### src/rtl/store_buf_pkg.sv
// Shared types and constants for the MEM-stage store buffer.
package store_buf_pkg;
  localparam int SB_DEPTH   = 4;
  localparam int SB_AW      = 32;
  localparam int PTR_W      = $clog2(SB_DEPTH);
  localparam int BYTE_LANES = 4;

  typedef struct packed {
    logic [SB_AW-3:0]      word_addr;
    logic [BYTE_LANES-1:0] wstrb;
    logic [31:0]           wdata;
  } sb_entry_t;
endpackage

### src/rtl/store_buf_merge.sv
// Byte-lane merge of a younger store into an already queued entry.
module store_buf_merge
  import store_buf_pkg::*;
(
  input  logic [31:0]           old_data,
  input  logic [BYTE_LANES-1:0] old_strb,
  input  logic [31:0]           new_data,
  input  logic [BYTE_LANES-1:0] new_strb,
  output logic [31:0]           merged_data,
  output logic [BYTE_LANES-1:0] merged_strb
);

  // Newer lanes overwrite older ones; untouched lanes keep the queued bytes.
  always_comb begin
    merged_strb = old_strb | new_strb;
    merged_data = old_data;
    for (int b = 0; b < BYTE_LANES; b++) begin
      if (new_strb[b]) begin
        merged_data[8*b +: 8] = new_data[8*b +: 8];
      end else begin
        merged_data[8*b +: 8] = old_data[8*b +: 8];
      end
    end
  end

endmodule

### src/rtl/store_buffer.sv
// In-order store queue with single-outstanding bus write and load conflict check.
// Optional write merging into the youngest entry is enabled by STORE_BUF_MERGE_EN.
module store_buffer
  import store_buf_pkg::*;
#(
  parameter int DEPTH = SB_DEPTH,
  parameter int AW    = SB_AW
) (
  input  logic          clk,
  input  logic          resetn,
  input  logic          st_valid,
  output logic          st_ready,
  input  logic [AW-1:0] st_addr,
  input  logic [31:0]   st_wdata,
  input  logic [3:0]    st_b_w_en,
  output logic          data_req,
  output logic          data_wr,
  output logic [AW-1:0] data_addr,
  output logic [3:0]    data_wstrb,
  output logic [31:0]   data_wdata,
  input  logic          data_addr_ok,
  input  logic          data_data_ok,
  input  logic [AW-1:0] ld_addr,
  output logic          ld_hit,
  output logic          sb_empty
);

  localparam int PW = $clog2(DEPTH);
  localparam logic [PW:0]   CNT_ZERO = (PW+1)'(0);
  localparam logic [PW:0]   CNT_ONE  = (PW+1)'(1);
  localparam logic [PW:0]   CNT_FULL = (PW+1)'(DEPTH);
  localparam logic [PW-1:0] PTR_ONE  = PW'(1);

  sb_entry_t     mem_r [DEPTH];
  logic [PW-1:0] head_r, tail_r, tail_prev_s, ld_idx_s;
  logic [PW:0]   count_r;
  logic          pend_r;
  logic [AW-3:0] st_word_s;
  logic          merge_ok_s, accept_s, enq_s, deq_s, req_s, ld_hit_s;
  sb_entry_t     head_s;
  logic          unused_s;

  assign unused_s    = ^{st_addr[1:0], ld_addr[1:0]};
  assign st_word_s   = st_addr[AW-1:2];
  assign tail_prev_s = tail_r - PTR_ONE;
  assign head_s      = mem_r[head_r];
  assign req_s       = (count_r != CNT_ZERO) && !pend_r;

`ifdef STORE_BUF_MERGE_EN
  logic [31:0]           merged_data_s;
  logic [BYTE_LANES-1:0] merged_strb_s;
  logic                  merge_s;

  store_buf_merge u_merge (
    .old_data    (mem_r[tail_prev_s].wdata),
    .old_strb    (mem_r[tail_prev_s].wstrb),
    .new_data    (st_wdata),
    .new_strb    (st_b_w_en),
    .merged_data (merged_data_s),
    .merged_strb (merged_strb_s)
  );

  // The youngest entry may only absorb a store when it is not the one on the bus.
  assign merge_ok_s = (count_r != CNT_ZERO)
                   && (mem_r[tail_prev_s].word_addr == st_word_s)
                   && ((tail_prev_s != head_r) || pend_r);
  assign merge_s    = accept_s && merge_ok_s;
`else
  assign merge_ok_s = 1'b0;
`endif

  assign st_ready = (count_r < CNT_FULL) || merge_ok_s;
  assign accept_s = st_valid && st_ready && (st_b_w_en != 4'b0000);
  assign enq_s    = accept_s && !merge_ok_s;
  assign deq_s    = req_s && data_addr_ok;

  // Pointer, occupancy and outstanding-response bookkeeping.
  always_ff @(posedge clk or negedge resetn) begin
    if (!resetn) begin
      head_r  <= PW'(0);
      tail_r  <= PW'(0);
      count_r <= CNT_ZERO;
      pend_r  <= 1'b0;
    end else begin
      if (enq_s) tail_r <= tail_r + PTR_ONE;
      if (deq_s) head_r <= head_r + PTR_ONE;
      case ({enq_s, deq_s})
        2'b10:   count_r <= count_r + CNT_ONE;
        2'b01:   count_r <= count_r - CNT_ONE;
        default: count_r <= count_r;
      endcase
      if (deq_s) begin
        pend_r <= 1'b1;
      end else if (data_data_ok) begin
        pend_r <= 1'b0;
      end
    end
  end

  // Entry payload storage; contents are only meaningful below count_r.
  always_ff @(posedge clk) begin
    if (enq_s) begin
      mem_r[tail_r] <= '{word_addr: st_word_s, wstrb: st_b_w_en, wdata: st_wdata};
`ifdef STORE_BUF_MERGE_EN
    end else if (merge_s) begin
      mem_r[tail_prev_s].wstrb <= merged_strb_s;
      mem_r[tail_prev_s].wdata <= merged_data_s;
`endif
    end
  end

  // Load conflict: any queued entry (head included until it is accepted) on the same word.
  always_comb begin
    ld_hit_s = 1'b0;
    ld_idx_s = head_r;
    for (int i = 0; i < DEPTH; i++) begin
      ld_idx_s = head_r + PW'(i);
      if (((PW+1)'(i) < count_r) && (mem_r[ld_idx_s].word_addr == ld_addr[AW-1:2])) begin
        ld_hit_s = 1'b1;
      end else begin
        ld_hit_s = ld_hit_s;
      end
    end
  end

  assign data_req   = req_s;
  assign data_wr    = req_s;
  assign data_addr  = {head_s.word_addr, 2'b00};
  assign data_wstrb = head_s.wstrb;
  assign data_wdata = head_s.wdata;
  assign ld_hit     = ld_hit_s;
  assign sb_empty   = (count_r == CNT_ZERO) && !pend_r;

endmodule

### config.mk
export PLATFORM = sky130hd
export DESIGN_NAME = store_buffer
export DESIGN_NICKNAME = d
export VERILOG_FILES = /design/src/rtl/store_buf_pkg.sv /design/src/rtl/store_buf_merge.sv /design/src/rtl/store_buffer.sv
export SDC_FILE = /design/constraint.sdc
export NUM_CORES = 1
export LEC_CHECK = 0
export ABC_AREA = 1
export BUFFER_PORTS_ARGS = -buffer_cell sky130_fd_sc_hd__buf_2
export CORE_MARGIN = 2
export CORE_UTILIZATION = 55
export CTS_CLUSTER_SIZE = 40
export DETAILED_ROUTE_END_ITERATION = 7
export HOLD_SLACK_MARGIN = 0.02
export MAX_ROUTING_LAYER = met4
export PLACE_DENSITY = 0.76
export SLEW_MARGIN = 5
export SYNTH_ARGS = -nofsm -noshare
export SYNTH_HDL_FRONTEND = slang
export SYNTH_HIERARCHICAL = 1
export SYNTH_SLANG_ARGS = --single-unit
### constraint.sdc
create_clock -name clk -period 5.97 [get_ports clk]
set_input_delay 0.8955 -clock clk [delete_from_list [all_inputs] [get_ports clk]]
set_output_delay 0.8955 -clock clk [all_outputs]
set_load 0.03 [all_outputs]
==> summary.md, run 1 <==
| Metric | Value |
|---|---|
| Most used cell, CP | `nand2_1` |
| Post-synth EDFFs | `264` |
| Critical path type | `flip-flop to primary output` |
| Routed vias/inst | `between 5 and 6` |
| Number of global-route vias before repair | `between 10000 and 15000` |
| Setup-failing EPs final | `0` |
| Leading cell type in the layout, fill and taps excluded | `nand2_1` |
| Sw Share | `49.7%` |
| Initial Util | `a little under three fifths` |
| Wire per inst | `roughly 17 um` |
| Mapped Area | `0.0148 mm^2` |
| FF+latch count, synth | `approximately 270` |
| Clk buf depth | `3` |
| Switching power total | `around 4.7 mW` |
| Clk slew on worst S/H paths | `0.06 ns` |
| Avg Inst Size Synth | `slightly above 8 um^2` |
| Fmax | `roughly 0.19 GHz` |
| First-pass GRT wire length | `approximately 64 mm` |
| Worst path slowest cell | `dfrtp_4` |
| Placer Congestion | `roughly 0.94` |
| Critical path buffers and inverters | `3` |
| Fin. max-slew vios | `0` |
| Status | `completed` |
| Lkg Pwr | `7.72 nW` |
| CTS Hold Buffers Added | `0` |
| CTS tree | `yes` |
| Root Buffer | `clkbuf_16` |
| Total GRT Usage | `between 20 and 30%` |
| Std cell rows | `60` |
| Io pins | `178` |
| WL final | `a little over 40 mm` |
| CTS buffer count | `28` |
| Die height | `about 170 um` |
| Clock latency on the worst-skew pair | `between 0.5 and 0.6 ns` |
| Internal reg-to-reg setup slack | `just over 3 ns` |
| Clock period minus worst slack | `5.13 ns` |
| Ys async rst share | `between 2 and 3%` |
| Top area cells in the synthesized netlist | `edfxtp_1 54%, nand2_1 21%, nand3_1 12%` |
| # clock sinks | `between 200 and 300` |
| Die X | `168 um` |
| Initial antenna violation count | `9` |
| Antenna-violating nets left | `0` |
| Post-synth top area cell | `edfxtp_1` |
| Skew final | `about 0.015 ns` |
| Final Hold Viols | `0` |
| Internal Power | `~4.7 mW` |
| DP Area | `0.0158 mm^2` |
| Setup total negative slack | `0 ns` |
| Area delta synth->final | `13.1%` |
| IO buf count | `around 170` |
| Critical path's top delay family | `buffers and inverters` |
| Yosys warns | `6` |
| HPWL after DPL | `28.0 mm` |
| Die ar. | `0.0282 mm^2` |
| # resized after CTS | `0` |
| DRC viols | `0` |
| CP peak stage delay | `0.80 ns` |
| Largest net degree at the start of global routing | `around 120` |
| Crit path launch type | `flip-flop` |
| Power density over the cells | `562 mW/mm^2` |
| Critical Path RT | `a little over 5 ns` |
| Most frequent cells in the layout | `830 x nand2_1, 342 x nand3_1, 264 x edfxtp_1` |
| Worst min path class | `primary input to asynchronous set/reset pin` |
| Slew headroom | `about a quarter` |
| Sequential fraction of the synthesis area | `around 55%` |
| Data arrival time of the worst path | `about 4.2 ns` |
| Via count | `between 10000 and 15000` |
| Iter 0 DRT Violations | `1428` |
| Global route overflow | `0` |
| Final core occ | `~63%` |
| FILL cells | `between 2000 and 2500` |
| Share of power burned in registers | `between 20 and 30%` |
| Final Cycle Share | `86.0%` |
| RSZ-0062 raised after global routing | `false` |
| Number of setup buffers added after CTS | `0` |
| Power share of the combinational group | `54.3%` |
| First drt pass iteration count | `5` |
| CTS H-tree depth | `1` |
| Crit path max fanout | `64` |
| Post-Syn Instances | `~1800` |
| Top-area cell type share of the netlist area | `between 50% and 60%` |
| Post-synth cell types | `26` |
| Crit end category | `primary output` |
| Clock share of power | `17.8%` |
| Finished Cell Area | `0.0167 mm^2` |
| Nets | `2076` |
| Maxcap violations | `0` |
| Crit path cell chain | `buf_4, buf_4, nand2_1, nand3_1, nand2_1, nand2_1, nand2_1, nor2_1, nand2_1, nor2_1, nand2_1, nor2_1, nor2_1, nand2_1, buf_2` |
| Top FF cell, synth | `edfxtp_1` |
| Layout cell share with drive strength beyond 1 | `between 10 and 15%` |
| Core box area | `around 0.027 mm^2` |
| Peak supply drop | `~0.34 mV` |
| Worst-Margin Slew | `approximately 1.1 ns` |
| Final hold slack | `around 0.18 ns` |
[power by group through the flow]
stage | clock (mW) | sequential, mW | combinational [mW]
CTS | 1.69 | 2.63 | 5.07
global placement | 0 | 2.65 | 4.95
detailed placement | 0 | 2.67 | 5.05
global route | 1.77 | 2.67 | 5.66
floorplan | 0 | 2.54 | 3.84
finish | 1.67 | 2.63 | 5.11
[cell families (layout without fill, tap and decap cells)]
kind of cell / Yosys count / after routing / synth area share [%]
adder cells (fa/ha/maj): 9 / 9 / 0.761
XOR/XNOR: 6 / 6 / 0.355
other: 1 / 11 / 0.0253
flip-flops: 272 / 272 / 54.9
buffers and inverters: 206 / 363 / 6.05
AO/OA/AOI/OAI: 67 / 67 / 2.87
AND/OR/NAND/NOR: 1264 / 1264 / 35.0
[layout make-up]
cell class / count / area [um^2] / area share [%]
flip-flops and latches: 272 / 8140 / 48.6
multi-input cells: 1348 / 5820 / 34.7
repair buffers: 188 / 996 / 5.95
clock buffers: 34 / 723 / 4.32
inverters: 124 / 468 / 2.79
well taps: 341 / 427 / 2.55
clock inverters: 17 / 156 / 0.934
diodes: 9 / 22.5 / 0.135
[path summary, 6_finish.rpt]
check | startpoint | to | cells past startpoint
setup / recovery | head_r[0] | ld_hit | 15
hold / removal | resetn | tail_r[1] | 1
setup reg to reg | count_r[2] | mem_r[1][49] | 4
hold reg to reg | count_r[1] | count_r[1] | 2
max in group asynchronous | resetn | head_r[0] | 1
min in group clk | data_data_ok | pend_r | 2
[through the flow]
step,std cells,power [mW],worst slack (ns)
6_report,2333,9.41,0.837
2_1_floorplan,1826,6.38,1.47
3_3_place_gp,2273,7.60,1.56
5_1_grt,2333,10.1,0.501
3_5_place_dp,2273,7.72,1.50
4_1_cts,2324,9.39,0.906
[registers in the layout, indices dropped and copies added, names as in the netlist]
register,flops
pend_r,1
head_r,2
mem_r,264
tail_r,2
count_r,3
[routing by layer]
metal  routed length (um)  share of wire, %  global-route usage [%]  up-vias
met5                    0                 0                       -        -
met4                 1360               3.3                    10.3        0
met3                 3590               8.8                    5.71       91
met2                19900                49                    49.4      577
met1                15900                39                    36.4     6054
li1                     -                 -                       -     6330
[cell usage after synthesis (2+ instances only)]
library cell	n
a21oi_1	4
a22oi_1	35
buf_1	13
buf_2	29
buf_4	11
buf_6	6
clkbuf_1	23
clkinv_1	2
dfrtp_1	8
edfxtp_1	264
ha_1	9
inv_1	120
inv_2	2
nand2_1	830
nand2_2	2
nand3_1	342
nor2_1	87
o21ai_0	22
o21ai_1	5
xnor2_1	2
xor2_1	4
Power figures use the tool's default switching activity.
==> run 2: changes to the inputs <==
- GPL_ROUTABILITY_DRIVEN: unset -> 1
- REMOVE_ABC_BUFFERS: unset -> 1
- clock period: 5.97 -> 4.9 ns (I/O delays scaled with it)
==> run 2 against run 1 <==
First-iteration DRC count shrank 14%. Global-route usage shrank 1.2 points. Final area grew 0.49%. Wire length shrank 2.9%. Hold slack gained 0.16 ns. Sequential power grew 18%. Clock power grew 26%. Via count shrank 0.52%. Die area is the same. Non-clock buffer count grew 3. Final cell count grew 0.13%. Largest cell class unchanged.
==> summary.md, run 2 (synthesis results as in run 1) <==
| Metric | Value |
|---|---|
| Biggest registers after layout | `mem_r (264), count_r (3)` |
| Placer Congestion | `0.912 (-3.2%)` |
| Fin. max-slew vios | `0 (unchanged)` |
| Hold-critical path endpoint | `pend_r` |
| Post-route setup slack | `0.193 ns (-0.645 ns)` |
| Setup-failing EPs final | `0 (unchanged)` |
| FILL cells | `2257 (-0.53%)` |
| Initial Util | `55.4% (unchanged)` |
| Most frequent cells in the layout | `830 x nand2_1, 342 x nand3_1, 264 x edfxtp_1` |
| DRC viols | `0 (unchanged)` |
| Nets | `2079 (+0.14%)` |
| # clock sinks | `272 (unchanged)` |
| Final Non-Filler Cells | `2336 (+0.13%)` |
| CTS buffer count | `28 (unchanged)` |
| Hold Crit Depth | `2` |
| Die ar. | `0.0282 mm^2 (unchanged)` |
| Clk buf depth | `3 (unchanged)` |
| First drt pass iteration count | `7 (+2)` |
| Peak supply drop | `0.486 mV (+43%)` |
| Final core occ | `63.0% (+0.31 points)` |
| Routed vias/inst | `5.56 (-0.65%)` |
| Wire per inst | `16.9 um (-3.1%)` |
| Largest register FFs | `264 (unchanged)` |
| Via count | `13000 (-0.52%)` |
| Clk slew on worst S/H paths | `0.06 ns (about the same)` |
| Worst-Margin Slew | `0.960 ns (-0.145 ns)` |
| # resized after CTS | `0 (unchanged)` |
| Leading cell type in the layout, fill and taps excluded | `nand2_1` |
| Largest net degree at the start of global routing | `127 (+7.6%)` |
| Fmax | `0.212 GHz` |
| Final Hold Viols | `0 (unchanged)` |
| RSZ-0062 raised after global routing | `false` |
| CP Launch Point | `head_r[1]` |
| Clock latency on the worst-skew pair | `0.56 ns (about the same)` |
| Root Buffer | `clkbuf_16` |
| CTS tree | `yes` |
| Number of global-route vias before repair | `12100 (-1.3%)` |
| Critical Path RT | `4.16 ns (-0.91 ns)` |
| Crit path launch type | `flip-flop` |
| Min-delay src | `data_data_ok` |
| Crit path max fanout | `81 (+27%)` |
| Worst min path class | `primary input to flip-flop` |
| CTS Hold Buffers Added | `1 (+1)` |
| Total GRT Usage | `28.5% (-1.2 points)` |
| Number of setup buffers added after CTS | `0 (unchanged)` |
| RR Endpoint | `mem_r[0][20]` |
| Dpl ws | `0.948 ns (-0.553 ns)` |
| Area delta synth->final | `13.6%` |
| WL final | `39.5 mm (-2.9%)` |
| IO buf count | `171 (unchanged)` |
| Clock period minus worst slack | `4.71 ns` |
| Die X | `168 um (unchanged)` |
| Power density over the cells | `685 mW/mm^2 (+22%)` |
| Reg2reg path depth | `4 (unchanged)` |
| Met3 Routed Length | `3.57 mm (-0.67%)` |
| Core box area | `0.0267 mm^2 (unchanged)` |
| Io pins | `178 (unchanged)` |
| Die height | `168 um (unchanged)` |
| Largest Register | `mem_r` |
| Lkg Pwr | `7.76 nW (+0.52%)` |
| First-pass GRT wire length | `61.5 mm (-3.2%)` |
| Top sig layer | `met4` |
| Global route overflow | `0 (unchanged)` |
| Length of routed met2 wiring | `19.2 mm (-3.7%)` |
| Placed Cells | `2275 (+0.088%)` |
| Initial antenna violation count | `6 (-3)` |
| Reg2reg start | `count_r[2]` |
| Status | `completed` |
| HPWL after DPL | `26.0 mm (-7.2%)` |
| Critical path type | `flip-flop to primary output` |
| Antenna-violating nets left | `0 (unchanged)` |
| Slew headroom | `36.0% (+9.9 points)` |
| Crit end category | `primary output` |
| Iter 0 DRT Violations | `1232 (-14%)` |
| Std cell rows | `60 (unchanged)` |
| CTS H-tree depth | `1 (unchanged)` |
| Internal reg-to-reg setup slack | `2.12 ns (-0.94 ns)` |
| Layout cell share with drive strength beyond 1 | `12.1% (-0.024 points)` |
| M1 wire length | `15.6 mm (-1.7%)` |
| Skew final | `0.0195 ns (+0.00470 ns)` |
| Final Cycle Share | `about 96%` |
| Power consumption | `11.5 mW (+22%)` |
| Data arrival time of the worst path | `3.97 ns (-0.27 ns)` |
| Maxcap violations | `0 (unchanged)` |
[run 2: metal layers]
layer	vias to the layer above	GRT usage, %
li1	6323	-
met1	6012	35.5
met4	0	8.40
met2	571	47.5
met5	-	-
met3	78	5.69
[run 2: stage by stage]
stage | hold slack, ns | cell area, um^2 | TNS (ns)
floorplan | 0.439 | 14400 | -133.83
global placement | 0.495 | 15900 | 0
detailed placement | 0.522 | 15900 | 0
CTS | 0.325 | 16800 | 0
global route | 0.330 | 16800 | 0
finish | 0.341 | 16800 | 0
[run 2: worst max-delay path: stages (launching register included)]
cell and delay [ns]:
dfrtp_4 0.58, buf_4 0.48, buf_4 0.79, nand3_1 0.24, nand3_1 0.26, nand2_1 0.10
nor2_1 0.13, nand2_1 0.08, nor2_1 0.12, nand2_1 0.06, nor2_1 0.10, nor2_1 0.05
nand2_1 0.08, buf_2 0.21
[run 2: power breakdown]
| group | total (mW) | internal (mW) | switching (mW) |
|---|---|---|---|
| logic | 6.32 | 1.71 | 4.61 |
| registers | 3.10 | 2.94 | 0.159 |
| clock network | 2.10 | 1.22 | 0.888 |
[run 2: how the worst max path moves through the flow]
stage,to,slack [ns]
finish,ld_hit,0.19
global route,ld_hit,0.03
CTS,ld_hit,0.34
detailed placement,ld_hit,0.95
global placement,ld_hit,1.01
floorplan,ld_hit,-2.64
[run 2: cell type report]
cell class | count | area, um^2 | area share (%)
Inverter | 124 | 468 | 2.78
Timing Repair Buffer | 191 | 1050 | 6.22
Clock inverter | 17 | 188 | 1.12
Clock buffer | 35 | 727 | 4.32
Antenna cell | 8 | 20.0 | 0.119
Tap cell | 341 | 427 | 2.54
Multi-Input combinational cell | 1348 | 5820 | 34.6
Sequential cell | 272 | 8140 | 48.3
